## config.mk

```make
export PLATFORM = sky130hd
export DESIGN_NAME = store_buffer_flat
export DESIGN_NICKNAME = d
export VERILOG_FILES = /design/src/rtl/store_buffer_if.sv /design/src/rtl/store_buffer.sv /design/src/flat_wrapper.sv
export SDC_FILE = /design/constraint.sdc
export NUM_CORES = 1
export LEC_CHECK = 0
export ABC_CLOCK_PERIOD_IN_PS = 4600
export BUFFER_PORTS_ARGS = -buffer_cell sky130_fd_sc_hd__buf_2
export CORE_UTILIZATION = 40
export CTS_BUF_LIST = sky130_fd_sc_hd__clkbuf_4 sky130_fd_sc_hd__clkbuf_8 sky130_fd_sc_hd__clkbuf_16
export DETAILED_ROUTE_END_ITERATION = 10
export GPL_TIMING_DRIVEN = 0
export PLACE_DENSITY = 0.63
export SKIP_LAST_GASP = 1
export SYNTH_ARGS = -nofsm -noshare
export SYNTH_HDL_FRONTEND = slang
export SYNTH_SLANG_ARGS = --single-unit
```

## constraint.sdc

```tcl
create_clock -name clk -period 4.6 [get_ports clk]
set_input_delay 0.23 -clock clk [delete_from_list [all_inputs] [get_ports clk]]
set_output_delay 0.23 -clock clk [all_outputs]
set_load 0.01 [all_outputs]
```

## src/rtl/store_buffer_if.sv

```systemverilog
// Bus bundle between the MEM stage, store_buffer and memoryunit.
// Latency: none, wires only. Backpressure: st_ready and ld_stall travel back to the MEM stage.
// Ports: master = MEM stage side (drives st/ld/cpu/fence); slave = store_buffer.
interface store_buffer_if #(
   parameter int DATA_WIDTH    = 32,
   parameter int ADDRESS_WIDTH = 32
);
   logic                     st_valid;
   logic                     st_ready;
   logic                     ld_valid;
   logic [ADDRESS_WIDTH-1:0] cpu_address;
   logic [DATA_WIDTH-1:0]    cpu_write_data;
   logic [2:0]               cpu_ctrl;
   logic                     fence;
   logic                     ld_stall;
   logic                     fwd_hit;
   logic [DATA_WIDTH-1:0]    fwd_data;
   logic [ADDRESS_WIDTH-1:0] mem_address;
   logic [DATA_WIDTH-1:0]    mem_write_data;
   logic [2:0]               mem_ctrl;
   logic                     mem_write_enable;
   logic                     empty;
   logic                     fence_done;

   modport master (
      output st_valid, ld_valid, cpu_address, cpu_write_data, cpu_ctrl, fence,
      input  st_ready, ld_stall, fwd_hit, fwd_data, mem_address, mem_write_data,
             mem_ctrl, mem_write_enable, empty, fence_done
   );

   modport slave (
      input  st_valid, ld_valid, cpu_address, cpu_write_data, cpu_ctrl, fence,
      output st_ready, ld_stall, fwd_hit, fwd_data, mem_address, mem_write_data,
             mem_ctrl, mem_write_enable, empty, fence_done
   );
endinterface

```

## src/rtl/store_buffer.sv

```systemverilog
// Posted-write FIFO in front of memoryunit's single port; owns the port mux, stalls loads that hit buffered stores.
// Latency: a store pushed at edge N may write memory at edge N+1 at the earliest; loads own the port in the same cycle.
// Backpressure: st_ready=0 when full or fencing; ld_stall holds the pipeline on word overlap or during a fence drain.
// Ports: clk, rst (sync, active-high), sb (store_buffer_if.slave: MEM-stage requests, memoryunit port, status).
// Optional store-to-load forwarding of an exact SW->LW match is enabled by defining STORE_FWD_EN.
module store_buffer #(
   parameter int DATA_WIDTH    = 32,
   parameter int ADDRESS_WIDTH = 32,
   parameter int DEPTH         = 4
) (
   input logic          clk,
   input logic          rst,
   store_buffer_if.slave sb
);
   localparam int PW = $clog2(DEPTH);
   localparam int CW = PW + 1;
   localparam logic [2:0] CTRL_WORD = 3'b010;

   typedef enum logic {S_RUN, S_FENCE} state_t;

   state_t                   state_q, state_d;
   logic [PW-1:0]            wr_ptr_q, wr_ptr_d;
   logic [PW-1:0]            rd_ptr_q, rd_ptr_d;
   logic [CW-1:0]            count_q, count_d;
   logic                     fence_done_q, fence_done_d;
   logic [ADDRESS_WIDTH-1:0] ent_addr_q [DEPTH];
   logic [ADDRESS_WIDTH-1:0] ent_addr_d [DEPTH];
   logic [DATA_WIDTH-1:0]    ent_data_q [DEPTH];
   logic [DATA_WIDTH-1:0]    ent_data_d [DEPTH];
   logic [2:0]               ent_ctrl_q [DEPTH];
   logic [2:0]               ent_ctrl_d [DEPTH];

   logic empty_w, full_w, hazard, fwd_hit_w, load_owns, drain, push;
`ifdef STORE_FWD_EN
   logic [PW-1:0] young_idx;
`endif

   assign empty_w = (count_q == '0);
   assign full_w  = (count_q == CW'(DEPTH));

   // Scan oldest -> youngest over the live window; the last match seen is the youngest.
   always_comb begin
      hazard = 1'b0;
`ifdef STORE_FWD_EN
      young_idx = rd_ptr_q;
`endif
      for (int k = 0; k < DEPTH; k++) begin
         if ((CW'(k) < count_q) &&
             (ent_addr_q[rd_ptr_q + PW'(k)][ADDRESS_WIDTH-1:2] == sb.cpu_address[ADDRESS_WIDTH-1:2])) begin
            hazard = sb.ld_valid;
`ifdef STORE_FWD_EN
            young_idx = rd_ptr_q + PW'(k);
`endif
         end
      end
   end

`ifdef STORE_FWD_EN
   // Only a full-word store to the exact load address can satisfy a full-word load.
   assign fwd_hit_w = hazard && (ent_ctrl_q[young_idx] == CTRL_WORD) &&
                      (sb.cpu_ctrl == CTRL_WORD) && (ent_addr_q[young_idx] == sb.cpu_address);
   assign sb.fwd_data = fwd_hit_w ? ent_data_q[young_idx] : '0;
`else
   assign fwd_hit_w   = 1'b0;
   assign sb.fwd_data = '0;
`endif

   // A hazarding (or forwarded) load never takes the port, so the buffer drains toward clearing it.
   assign load_owns   = sb.ld_valid && !hazard && (state_q == S_RUN);
   assign drain       = !empty_w && !load_owns;
   assign sb.st_ready = !full_w && (state_q == S_RUN);
   assign push        = sb.st_valid && sb.st_ready;

   assign sb.fwd_hit          = fwd_hit_w;
   assign sb.ld_stall         = sb.ld_valid && (hazard || (state_q == S_FENCE)) && !fwd_hit_w;
   assign sb.empty            = empty_w;
   assign sb.mem_write_enable = drain;
   assign sb.mem_address      = drain ? ent_addr_q[rd_ptr_q] : sb.cpu_address;
   assign sb.mem_write_data   = drain ? ent_data_q[rd_ptr_q] : sb.cpu_write_data;
   assign sb.mem_ctrl         = drain ? ent_ctrl_q[rd_ptr_q] : sb.cpu_ctrl;
   // A fence on an empty buffer completes immediately.
   assign sb.fence_done       = fence_done_q || ((state_q == S_RUN) && sb.fence && empty_w);

   always_comb begin
      wr_ptr_d   = wr_ptr_q + PW'(push);
      rd_ptr_d   = rd_ptr_q + PW'(drain);
      count_d    = count_q + CW'(push) - CW'(drain);
      ent_addr_d = ent_addr_q;
      ent_data_d = ent_data_q;
      ent_ctrl_d = ent_ctrl_q;
      if (push) begin
         ent_addr_d[wr_ptr_q] = sb.cpu_address;
         ent_data_d[wr_ptr_q] = sb.cpu_write_data;
         ent_ctrl_d[wr_ptr_q] = sb.cpu_ctrl;
      end
   end

   always_comb begin
      state_d      = state_q;
      fence_done_d = 1'b0;
      case (state_q)
         S_RUN: begin
            if (sb.fence && !empty_w) state_d = S_FENCE;
         end
         S_FENCE: begin
            // Empty here only if the last entry left on the edge we entered; exit rather than hang.
            if (empty_w || (drain && (count_q == CW'(1)))) begin
               state_d      = S_RUN;
               fence_done_d = 1'b1;
            end
         end
         default: state_d = S_RUN;
      endcase
   end

   always_ff @(posedge clk) begin
      if (rst) begin
         state_q      <= S_RUN;
         wr_ptr_q     <= '0;
         rd_ptr_q     <= '0;
         count_q      <= '0;
         fence_done_q <= 1'b0;
         ent_addr_q   <= '{default: '0};
         ent_data_q   <= '{default: '0};
         ent_ctrl_q   <= '{default: '0};
      end else begin
         state_q      <= state_d;
         wr_ptr_q     <= wr_ptr_d;
         rd_ptr_q     <= rd_ptr_d;
         count_q      <= count_d;
         fence_done_q <= fence_done_d;
         ent_addr_q   <= ent_addr_d;
         ent_data_q   <= ent_data_d;
         ent_ctrl_q   <= ent_ctrl_d;
      end
   end
endmodule

```

## src/flat_wrapper.sv

```systemverilog
// flat-port wrapper written by rule: the top's interface ports become plain ports
module store_buffer_flat 
#(
   parameter int DATA_WIDTH    = 32,
   parameter int ADDRESS_WIDTH = 32,
   parameter int DEPTH         = 4
)
  (clk, rst, sb_st_valid, sb_ld_valid, sb_cpu_address, sb_cpu_write_data, sb_cpu_ctrl, sb_fence, sb_st_ready, sb_ld_stall, sb_fwd_hit, sb_fwd_data, sb_mem_address, sb_mem_write_data, sb_mem_ctrl, sb_mem_write_enable, sb_empty, sb_fence_done);
  store_buffer_if #(.DATA_WIDTH(DATA_WIDTH), .ADDRESS_WIDTH(ADDRESS_WIDTH)) sb_i ();
  input logic clk;
  input logic rst;
  input wire logic [$bits(sb_i.st_valid)-1:0] sb_st_valid;
  input wire logic [$bits(sb_i.ld_valid)-1:0] sb_ld_valid;
  input wire logic [$bits(sb_i.cpu_address)-1:0] sb_cpu_address;
  input wire logic [$bits(sb_i.cpu_write_data)-1:0] sb_cpu_write_data;
  input wire logic [$bits(sb_i.cpu_ctrl)-1:0] sb_cpu_ctrl;
  input wire logic [$bits(sb_i.fence)-1:0] sb_fence;
  output wire logic [$bits(sb_i.st_ready)-1:0] sb_st_ready;
  output wire logic [$bits(sb_i.ld_stall)-1:0] sb_ld_stall;
  output wire logic [$bits(sb_i.fwd_hit)-1:0] sb_fwd_hit;
  output wire logic [$bits(sb_i.fwd_data)-1:0] sb_fwd_data;
  output wire logic [$bits(sb_i.mem_address)-1:0] sb_mem_address;
  output wire logic [$bits(sb_i.mem_write_data)-1:0] sb_mem_write_data;
  output wire logic [$bits(sb_i.mem_ctrl)-1:0] sb_mem_ctrl;
  output wire logic [$bits(sb_i.mem_write_enable)-1:0] sb_mem_write_enable;
  output wire logic [$bits(sb_i.empty)-1:0] sb_empty;
  output wire logic [$bits(sb_i.fence_done)-1:0] sb_fence_done;
  assign sb_i.st_valid = sb_st_valid;
  assign sb_i.ld_valid = sb_ld_valid;
  assign sb_i.cpu_address = sb_cpu_address;
  assign sb_i.cpu_write_data = sb_cpu_write_data;
  assign sb_i.cpu_ctrl = sb_cpu_ctrl;
  assign sb_i.fence = sb_fence;
  assign sb_st_ready = sb_i.st_ready;
  assign sb_ld_stall = sb_i.ld_stall;
  assign sb_fwd_hit = sb_i.fwd_hit;
  assign sb_fwd_data = sb_i.fwd_data;
  assign sb_mem_address = sb_i.mem_address;
  assign sb_mem_write_data = sb_i.mem_write_data;
  assign sb_mem_ctrl = sb_i.mem_ctrl;
  assign sb_mem_write_enable = sb_i.mem_write_enable;
  assign sb_empty = sb_i.empty;
  assign sb_fence_done = sb_i.fence_done;
  store_buffer #(.DATA_WIDTH(DATA_WIDTH), .ADDRESS_WIDTH(ADDRESS_WIDTH), .DEPTH(DEPTH)) u_core (.clk(clk), .rst(rst), .sb(sb_i));
endmodule
```

==> flow_summary.json <==
{
  "outcome": "complete, but fails checks",
  "violations": "negative setup slack",
  "yosysUniqueCellTypes": 57,
  "crit_required_ns": 4.37,
  "gp_congestion": 1.018,
  "totalPowerFinal_mw": 9.939,
  "cap_violations": 0,
  "synthSimpleGateAreaFrac": 0.1620,
  "crit_type": "register to primary output",
  "synth.area.mux_share": 0.2440,
  "synthAdderAreaFrac": 0.005851,
  "synth_top_family_by_area": "multiplexers",
  "drive_above_1_share": 0.2276,
  "async_reset_ff_frac": 0,
  "nFillCells": 3785,
  "viasPerCell": 5.761,
  "grt_pass1_vias": 14990,
  "place_hpwl_um": 50080,
  "tightestPinTransition_ns": 1.350,
  "clock_skew_ns": 0.02002,
  "relSlewSlack": 0.09286,
  "setup_violations": 67,
  "min-delay-path-class": "input port to register",
  "grt.total_usage": 0.3231,
  "synth_area_leaders": "dfxtp_1 34%, nand2_1 13%, mux4_2 12%",
  "synthCells": 1895,
  "grt_antenna_before_repair": 1,
  "yosysWarnings": 0,
  "cts_tree": "built",
  "fmax_mhz": 207.7,
  "initial_core_util": 0.4072,
  "die_h_um": 203.6,
  "final_common_cell": "nand2_1",
  "cp.arrival_ns": 4.59,
  "yosys.area.top_type_share": 0.3412,
  "drtPass1Iterations": 6,
  "crit_slowest_cell": "mux2i_1",
  "synth_top_area_cell": "dfxtp_1",
  "mappedNetlistArea_um2": 16250,
  "hold_violations": 0,
  "ys.flop_type": "dfxtp_1",
  "layout_common_cells": "558 x nand2_1, 285 x a21oi_1, 276 x dfxtp_1, 131 x buf_2, 110 x clkbuf_1",
  "cts_buffer_depth": 3,
  "grt_pass1_wl_um": 99190,
  "die_area_um2": 41440,
  "end_kind": "primary output",
  "p_leak_nw": 7.026,
  "drt-wirelength-per-cell_um": 25.01,
  "core.rowCount": 73,
  "wirelength_um": 67420,
  "path_buf_inv": 7,
  "dp.cells": 2580,
  "synth_edf_count": 0,
  "clkTransAtPathRegs_ns": 0.06,
  "maxSlewViolCount": 0,
  "area_delta_synth_final_pct": 23.16,
  "layoutNonFillerInstCount": 2696,
  "ir_drop_mv": 0.2697,
  "synthXorXnorAreaFrac": 0.05712,
  "die_w_um": 203.6,
  "powerDensity_nw_per_um2": 496.5,
  "grt_overflow": 0,
  "clock_latency_ns": 0.61,
  "port_buffers": 128,
  "worst_slack_ns": -0.2156,
  "io_pins": 177,
  "grt_setup_unrepaired": "yes",
  "post-route-drc-count": 0,
  "grt_max_degree": 18,
  "ys_ff_latch": 277,
  "ys_seq_area_frac": 0.3412,
  "vias": 15530,
  "cts.sinks": 277,
  "cts_max_level": 1,
  "start_kind": "register",
  "avgSynthCellArea_um2": 8.577,
  "crit_chain": "buf_4 -> buf_8 -> buf_6 -> mux2i_1 -> mux2_2 -> xnor2_1 -> o2111ai_1 -> a211oi_2 -> a31oi_4 -> a41oi_4 -> buf_12 -> buf_16 -> buf_12 -> mux2_2 -> buf_2",
  "critPathMaxFanout": 10,
  "synth-compound-area-share": 0.1196,
  "crit_family": "buffers and inverters",
  "drt_iter0_markers": 1407,
  "critPathMaxStageDelay_ns": 0.57,
  "nets": 2230,
  "min_period_ns": 4.816,
  "clockRootBuffer": "clkbuf_16",
  "core_um2": 39910,
  "antenna_left": 0,
  "numCtsBuffers": 30,
  "final.period_utilization": 1.047
}
## cell families after synthesis
| group | Yosys count |
|---|---|
| AND/OR/NAND/NOR | 655 |
| AO/OA/AOI/OAI | 352 |
| flip-flops | 277 |
| multiplexers | 275 |
| buffers and inverters | 222 |
| XOR/XNOR | 106 |
| adder cells (fa/ha/maj) | 7 |
| other | 1 |
## synthesized netlist by cell type (4+ instances only)
library cell and number:
nand2_1 558, a21oi_1 285, dfxtp_1 277, clkbuf_1 113, mux2i_1 108, mux4_2 89, xnor2_1 62, mux2_2 59
buf_4 46, xor2_1 44, buf_1 19, mux2_1 18, nor4_1 18, inv_1 17, nor2_1 17, nor3_1 16
buf_2 12, buf_6 11, nand3_1 11, o21ai_0 11, nand4_1 10, a31oi_1 7, o22ai_1 7, ha_1 6
and3_1 5, o2bb2ai_1 5, a2111oi_0 4, a221oi_1 4, nor2b_1 4, o211ai_1 4
## stage by stage
step                      area (µm²)  setup TNS, ns  setup slack (ns)  hold slack (ns)  utilization
after floorplan                16370              0            0.7988           0.3660            -
after global placement         17670         -49.08            -1.182           0.4384       0.4427
after detailed placement       17670         -42.52            -1.116           0.4431       0.4427
after CTS                      19940         -1.567          -0.06209          0.08117       0.4997
after global routing           20020         -8.334           -0.1743          0.09799       0.5015
final                          20020         -10.30           -0.2156           0.1065       0.5015
## where the power goes
group	leakage, nW	internal, mW	switching (mW)	total (mW)
clock network	0.493	1.40	1.04	2.44
logic	4.29	1.94	2.72	4.66
registers	2.25	2.63	0.203	2.83
## worst register-to-register path: stages, from the launching register on
cell and delay (ns):
dfxtp_1 0.30, buf_4 0.14, buf_8 0.21, buf_6 0.26, mux2i_1 0.57, mux2_2 0.28
xnor2_1 0.19, o2111ai_1 0.22, a211oi_2 0.34, a31oi_4 0.21, a41oi_4 0.22, buf_12 0.16
buf_16 0.17, clkbuf_16 0.18, ha_1 0.22, inv_1 0.05, ha_1 0.15, fa_1 0.41
nor2b_1 0.13
## timing repair
action | CTS | global route
endpoints found under the setup margin | 74 | 70
cloned | 1 | 1
hold endpoints to repair | 149 | 0
gates resized for setup | 142 | 6
setup buffers | 24 | 1
hold buffers | 38 | 0
pin swaps | 15 | 4
## flip-flops by register name (all words and copies together), names as in the netlist
name                 cells
u_core.count_q           3
u_core.ent_addr_q      128
u_core.ent_ctrl_q       12
u_core.ent_data_q      128
u_core.fence_done_q      1
u_core.rd_ptr_q          2
u_core.state_q           1
u_core.wr_ptr_q          2
## final timing paths
kind | cells past startpoint | slack [ns] | startpoint | end
worst min register to register | 2 | 0.45 | u_core.ent_data_q[47] | u_core.ent_data_q[47]
worst max register to register | 18 | 0.02 | u_core.rd_ptr_q[1] | u_core.count_q[1]
worst max-delay path | 15 | -0.22 | u_core.rd_ptr_q[1] | sb_mem_address[19]
worst min-delay path | 3 | 0.11 | sb_cpu_address[21] | u_core.ent_addr_q[21]
## per-layer routing
layer / global-route usage / wire length [µm] / vias to the layer above
met5: 0 / 0 / -
met2: 0.5363 / 31580 / 764
met3: 0.04538 / 5156 / 145
met4: 0.1267 / 2980 / 0
met1: 0.4234 / 27710 / 7618
li1: - / - / 7006
## final cells by class
type	count	area [µm²]	share of cell area
inverters	18	68.82	0.003438
clock buffers	43	892.1	0.04457
plain buffers	203	1306	0.06525
multi-input cells	1428	10130	0.5062
flip-flops and latches	277	5547	0.2771
clock inverters	8	96.34	0.004813
well taps	525	656.9	0.03281
diodes	1	2.502	0.0001250
repair buffers	193	1315	0.06569
Power figures use the tool's default switching activity.
